<file path="src/rtl/m_ext_divider.sv">
// Iterative radix-2 restoring divider for RV32M DIV/DIVU/REM/REMU.
// Define DIV_EARLY_OUT_EN to finish in one cycle when |dividend| < |divisor|.

`ifndef XLEN
`define XLEN 32
`endif

package m_ext_divider_pkg;
  typedef struct packed {
    logic [`XLEN-1:0] alu_operand_1;
    logic [`XLEN-1:0] alu_operand_2;
    logic [2:0]       alu_d_ops;
  } type_exe2div_s;
endpackage

module m_ext_divider
  import m_ext_divider_pkg::*;
#(
  parameter int unsigned XLEN_P = `XLEN,
  parameter int unsigned CNT_W  = $clog2(XLEN_P) + 1
) (
  input  logic              rst_n,
  input  logic              clk,
  input  type_exe2div_s     exe2div_i,
  input  logic              pipe_stall_i,
  input  logic              kill_i,
  output logic [XLEN_P-1:0] div_result_o,
  output logic              div_done_o,
  output logic              div_stall_o
);

  localparam logic [1:0] StIdle = 2'd0;
  localparam logic [1:0] StCalc = 2'd1;
  localparam logic [1:0] StDone = 2'd2;

  localparam logic [2:0] OpDiv  = 3'd1;
  localparam logic [2:0] OpDivu = 3'd2;
  localparam logic [2:0] OpRem  = 3'd3;
  localparam logic [2:0] OpRemu = 3'd4;

  localparam logic [XLEN_P-1:0] MinNeg = {1'b1, {(XLEN_P-1){1'b0}}};

  logic [1:0]        state_q, state_d;
  logic [CNT_W-1:0]  cnt_q, cnt_d;
  logic              op_rem_q, op_rem_d;
  logic              sign_a_q, sign_a_d;
  logic              sign_b_q, sign_b_d;
  logic [XLEN_P-1:0] rem_q, rem_d;
  logic [XLEN_P-1:0] quo_q, quo_d;
  logic [XLEN_P-1:0] divisor_q, divisor_d;
  logic [XLEN_P-1:0] result_q, result_d;
  logic              done_q, done_d;

  logic [2:0]        req_op;
  logic              req_valid, req_signed, req_rem;
  logic [XLEN_P-1:0] dividend, divisor;
  logic              sign_a_req, sign_b_req;
  logic [XLEN_P-1:0] mag_a, mag_b;
  logic              div_zero, ovf, early;

  logic [XLEN_P:0]   rem_sh, trial;
  logic [XLEN_P-1:0] rem_step, quo_step, q_fix, r_fix;

  // Request decode; op codes 5-7 behave as NONE.
  always_comb begin
    req_op     = exe2div_i.alu_d_ops;
    dividend   = exe2div_i.alu_operand_1;
    divisor    = exe2div_i.alu_operand_2;
    req_valid  = (req_op != 3'd0) && (req_op <= OpRemu);
    req_signed = (req_op == OpDiv) || (req_op == OpRem);
    req_rem    = (req_op == OpRem) || (req_op == OpRemu);
    sign_a_req = req_signed & dividend[XLEN_P-1];
    sign_b_req = req_signed & divisor[XLEN_P-1];
    mag_a      = sign_a_req ? ('0 - dividend) : dividend;
    mag_b      = sign_b_req ? ('0 - divisor) : divisor;
    div_zero   = (divisor == '0);
    ovf        = req_signed && (dividend == MinNeg) && (divisor == '1);
`ifdef DIV_EARLY_OUT_EN
    early      = (mag_a < mag_b);
`else
    early      = 1'b0;
`endif
  end

  // One restoring step; the shifted-out quotient MSB keeps the 33-bit trial exact.
  always_comb begin
    rem_sh = {rem_q, quo_q[XLEN_P-1]};
    trial  = rem_sh - {1'b0, divisor_q};
    if (!trial[XLEN_P]) begin
      rem_step = trial[XLEN_P-1:0];
      quo_step = {quo_q[XLEN_P-2:0], 1'b1};
    end else begin
      rem_step = rem_sh[XLEN_P-1:0];
      quo_step = {quo_q[XLEN_P-2:0], 1'b0};
    end
    q_fix = (sign_a_q ^ sign_b_q) ? ('0 - quo_step) : quo_step;
    r_fix = sign_a_q ? ('0 - rem_step) : rem_step;
  end

  always_comb begin
    state_d   = state_q;
    cnt_d     = cnt_q;
    op_rem_d  = op_rem_q;
    sign_a_d  = sign_a_q;
    sign_b_d  = sign_b_q;
    rem_d     = rem_q;
    quo_d     = quo_q;
    divisor_d = divisor_q;
    result_d  = result_q;

    unique case (state_q)
      StIdle: begin
        if (req_valid && !kill_i) begin
          op_rem_d  = req_rem;
          sign_a_d  = sign_a_req;
          sign_b_d  = sign_b_req;
          quo_d     = mag_a;
          divisor_d = mag_b;
          rem_d     = '0;
          cnt_d     = CNT_W'(XLEN_P);
          if (div_zero) begin
            state_d  = StDone;
            result_d = req_rem ? dividend : '1;
          end else if (ovf) begin
            state_d  = StDone;
            result_d = req_rem ? '0 : MinNeg;
          end else if (early) begin
            state_d  = StDone;
            result_d = req_rem ? dividend : '0;
          end else begin
            state_d  = StCalc;
          end
        end
      end
      StCalc: begin
        rem_d = rem_step;
        quo_d = quo_step;
        cnt_d = cnt_q - 1'b1;
        if (cnt_q == CNT_W'(1)) begin
          state_d  = StDone;
          result_d = op_rem_q ? r_fix : q_fix;
        end
      end
      StDone: begin
        if (!pipe_stall_i) state_d = StIdle;
      end
      default: state_d = StIdle;
    endcase

    if (kill_i) begin
      state_d  = StIdle;
      result_d = result_q;
    end

    done_d = (state_d == StDone);
  end

  always_ff @(posedge clk or negedge rst_n) begin
    if (!rst_n) begin
      state_q   <= StIdle;
      cnt_q     <= '0;
      op_rem_q  <= 1'b0;
      sign_a_q  <= 1'b0;
      sign_b_q  <= 1'b0;
      rem_q     <= '0;
      quo_q     <= '0;
      divisor_q <= '0;
      result_q  <= '0;
      done_q    <= 1'b0;
    end else begin
      state_q   <= state_d;
      cnt_q     <= cnt_d;
      op_rem_q  <= op_rem_d;
      sign_a_q  <= sign_a_d;
      sign_b_q  <= sign_b_d;
      rem_q     <= rem_d;
      quo_q     <= quo_d;
      divisor_q <= divisor_d;
      result_q  <= result_d;
      done_q    <= done_d;
    end
  end

  assign div_result_o = result_q;
  assign div_done_o   = done_q;
  assign div_stall_o  = req_valid & ~done_q & ~kill_i;

endmodule

</file>
<file path="config.mk">
export PLATFORM = sky130hd
export DESIGN_NAME = m_ext_divider
export DESIGN_NICKNAME = d
export VERILOG_FILES = /design/src/rtl/m_ext_divider.sv
export SDC_FILE = /design/constraint.sdc
export NUM_CORES = 1
export LEC_CHECK = 0
export CAP_MARGIN = 0
export CORE_MARGIN = 10
export CORE_UTILIZATION = 60
export CTS_BUF_LIST = sky130_fd_sc_hd__clkbuf_16
export DETAILED_ROUTE_END_ITERATION = 10
export HOLD_SLACK_MARGIN = 0.03
export PLACE_DENSITY = 0.83
export SYNTH_ARGS = -nofsm -noshare
export SYNTH_HDL_FRONTEND = slang
export SYNTH_SLANG_ARGS = --single-unit
</file>
<file path="constraint.sdc">
create_clock -name clk -period 5.8 [get_ports clk]
set_input_delay 1.16 -clock clk [delete_from_list [all_inputs] [get_ports clk]]
set_output_delay 1.16 -clock clk [all_outputs]
set_load 0.005 [all_outputs]
</file>
==> results of run 1 <==
==> layout by cell type, fill, tap and decap left out, types with 6 or more instances in the layout <==
master           netlist  final
a221o_1                8      8
clkbuf_16              0     17
nand2b_1              11     10
o211a_1                7      7
o21ai_1                7      7
nand3b_1               6      6
nor3b_1                6      6
nand2_1              155    155
mux2i_1               26     26
or3_1                 23     22
a21o_1                 9      9
a211oi_1              12     12
xor2_1                60     60
and2_1                11     11
inv_1                 57     57
nand3_1               53     53
xnor2_1               62     62
a21oi_1              100    100
or4_1                  9      9
a211o_1                9      9
o21ai_0              200    200
o22ai_1                6      6
nor2_1               115    114
buf_4                  2     22
and3_1                 9      9
o31ai_1               22     22
nor3_1                49     48
o21a_1                 9      9
o41ai_1                8      8
a22oi_1               31     30
a31oi_1               24     24
nor2b_1                8      7
nor4_1                20     19
o211ai_1              17     17
nand4_1               16     16
clkdlybuf4s50_1        0    103
dfrtp_1              140    140
ha_1                  39     39
==> routing by layer <==
metal | up-vias | track usage, %
li1 | 5632 | -
met1 | 5723 | 39.2
met2 | 758 | 46.3
met3 | 114 | 6.45
met4 | 0 | 9.73
met5 | - | 0
==> per-stage QoR <==
stage	total power [mW]	instances	area [um2]
floorplan	4.72	1504	11700
global route	7.77	1838	13500
global placement	5.99	1806	12900
finish	7.31	1838	13500
CTS	7.18	1838	13500
detailed placement	6.07	1806	12900
==> worst paths after layout <==
check,startpoint,endpoint,slack (ns),depth (start not counted)
max,rem_q[24],div_result_o[30],0.28,20
min,div_result_o[9],div_result_o[9],0.48,2
max reg2reg,rem_q[24],div_result_o[30],0.28,20
min reg2reg,div_result_o[9],div_result_o[9],0.48,2
max in group asynchronous,rst_n,div_result_o[8],3.66,2
min in group asynchronous,rst_n,rem_q[23],0.79,1
==> where the power goes <==
part | switching (mW) | internal (mW)
Combinational | 2.82 | 1.73
Clock | 0.497 | 0.598
Sequential | 0.366 | 1.29
Total | 3.69 | 3.62
==> flip-flops by register name, summed over array words and instances, names as in the netlist <==
signal	count
quo_q	32
state_q	2
sign_a_q	1
rem_q	32
cnt_q	6
sign_b_q	1
div_result_o	32
op_rem_q	1
div_done_o	1
divisor_q	32
==> cells by family (layout without fill, tap and decap cells) <==
logic type / Yosys count / count (layout) / share of synthesized area (%)
AOI/OAI and AO/OA: 520 / 520 / 27.8
xor gates and xnor gates: 122 / 122 / 9.16
adders and majority gates: 40 / 40 / 4.35
buffers and inverters: 143 / 217 / 4.81
DFF: 140 / 140 / 30.0
muxes: 29 / 29 / 2.52
and+or+nand+nor: 510 / 510 / 21.3
==> layout make-up <==
type,count,area share (%)
multi-input combinational,1221,56.8
timing repair buffer,126,8.96
tap,260,2.42
inverter,59,1.64
sequential,140,26.0
clock buffer,17,3.16
clock inverter,15,1.03
==> worst max-delay path, stage by stage (launching register included) <==
cell       delay [ns]
dfrtp_1          0.44
ha_1             0.44
a21oi_1          0.12
o21ai_1          0.25
a211oi_1         0.07
o31ai_1          0.62
o21a_2           0.31
nor2_8           0.05
inv_2            0.16
mux2i_1          0.32
ha_1             0.25
inv_1            0.08
a2111o_1         0.33
nor4_1           0.41
o2111ai_1        0.20
a22oi_1          0.30
o221ai_1         0.22
buf_4            0.21
nor3b_1          0.27
mux2i_1          0.23
o21ai_0          0.10
==> impl_metrics.toml, run 1 <==
[hold_path]
hold_path_class = "reg2reg"

[global_route]
global_route_wire_length_before_repair_mm = 61.7
grt_antenna_before_repair = 0
grt_overflow = 0
grt_pass1_vias = 11359
grt_max_degree = 118
global_route.usage.total_pct = 29.4

[logic_synthesis]
synth_fp_nets = 1615
yosysUniqueCellTypes = 82
synth.yosys.warnings = 0
synth_top_flop_cell = "dfrtp_1"
synthesis.instances = 1504
synthTopCellsByArea = "dfrtp_1 30%, o21ai_0 8.6%, nand2_1 5.0%"
synth_most_common_cell = "o21ai_0"
synth.ff_latch_count = 140
synth_top_area_share_pct = 30.0
post_syn_area_per_cell_um2 = 7.76
synth_enable_flop_cells = 0
area_leader_netlist = "dfrtp_1"
postSynth.asyncResetShare_pct = 100
yosysSeqAreaShare_pct = 30.0
syn_area_mm2 = 0.0117
netlist_top_cells_count = "200 x o21ai_0, 155 x nand2_1, 140 x dfrtp_1"

[job]
drv_cap = 0

[routing]
ant_nets = 0
route.final.wire_length_mm = 39.0
detail_route.drc_violations = 0
routed_wire_length_per_instance_um = 21.2
detailroute.wirelength.met3_mm = 4.00
drt_first_iter_violations = 1385
drt_pre_antenna_iters = 8
topRoutingLayerUsed = "met4"
wl_met1_mm = 16.0
routed_via_density = 6.65
dr_total_vias = 12227
wl_met2_mm = 17.6

[timing]
final.setup.tns_ns = 0
timing.final.crit_share_pct = 95.2
worstMarginPinSlew_ns = 1.24
setup_viol = 0
timing.fmax_ghz = 0.181
clock_skew_ns = 0.00895
grt_setup_unrepaired = "no"
final.min_clock_period_ns = 5.52
drv_slew = 0
timing.slew.headroom_pct = 17.4
final_worst_setup_slack_ns = 0.277
hold_ws_ns = 0.477
timing.final.hold_violations = 0

[floorplan]
initial_standard_cell_utilization_of_the_core_pct = 61.8
fp.coreArea_mm2 = 0.0189
dieArea_mm2 = 0.0254
total_i_o_pin_count = 105
die_x_um = 159
placementRows = 50
die-height_um = 159

[cts]
cts_buffers = 17
numClockSinks = 140
clk_pin_slew_worst_paths_ns = 0.07
cts_resized = 0
cts_hold_buffers = 0
clk_path_buf_depth = 2
worst_skew_pair.late_latency_ns = 0.44
cts.htree.levels = 4
postCtsSetupBuffers = 0
root_buffer = "clkbuf_16"
tritoncts_clock_tree = "done"

[critical_path]
start_kind = "flip-flop"
cp_data_arrival_time_ns = 5.83
type_of_the_worst_setup_path = "reg2reg"
top_fanout_value_on_the_critical_path = 7
critPathRequiredTime_ns = 6.11
critPathCaptureType = "flip-flop"

[layout]
multiInputGateArea_mm2 = 0.00765
areaGrowthSynthToFinish_pct = 15.4
register_area_mm2 = 0.00350
postLayoutCoreUtil_pct = 71.3
insertedDiodeCount = 0
fin_nets = 1676
n_fill_cell = 1583
drive_above_1_share_pct = 5.70

[power_and_ir_drop]
total_leakage_power_nw = 5.40
power.density_cell_area_mw_per_mm2 = 542
power.ir.vdd_worst_v = 0.000364

[outcome]
outcome = "complete, no violations"

[place]
count_of_port_buffers_added_during_placement = 104
dpl.hpwl_mm = 29.1
detailedPlace.worstSlack_ns = 0.488
place_congestion = 0.990
Note: power is estimated with default switching activity, not from simulation.
==> run 2, diff against run 1 <==
--- a/config.mk
+++ b/config.mk
@@ -9,6 +9,7 @@
 export CORE_MARGIN = 10
 export CORE_UTILIZATION = 60
 export CTS_BUF_LIST = sky130_fd_sc_hd__clkbuf_16
+export CTS_CLUSTER_SIZE = 24
 export DETAILED_ROUTE_END_ITERATION = 10
 export HOLD_SLACK_MARGIN = 0.03
 export PLACE_DENSITY = 0.83
==> results of run 2 <==
Final layout, timing and power as in run 1 (identical DEF).
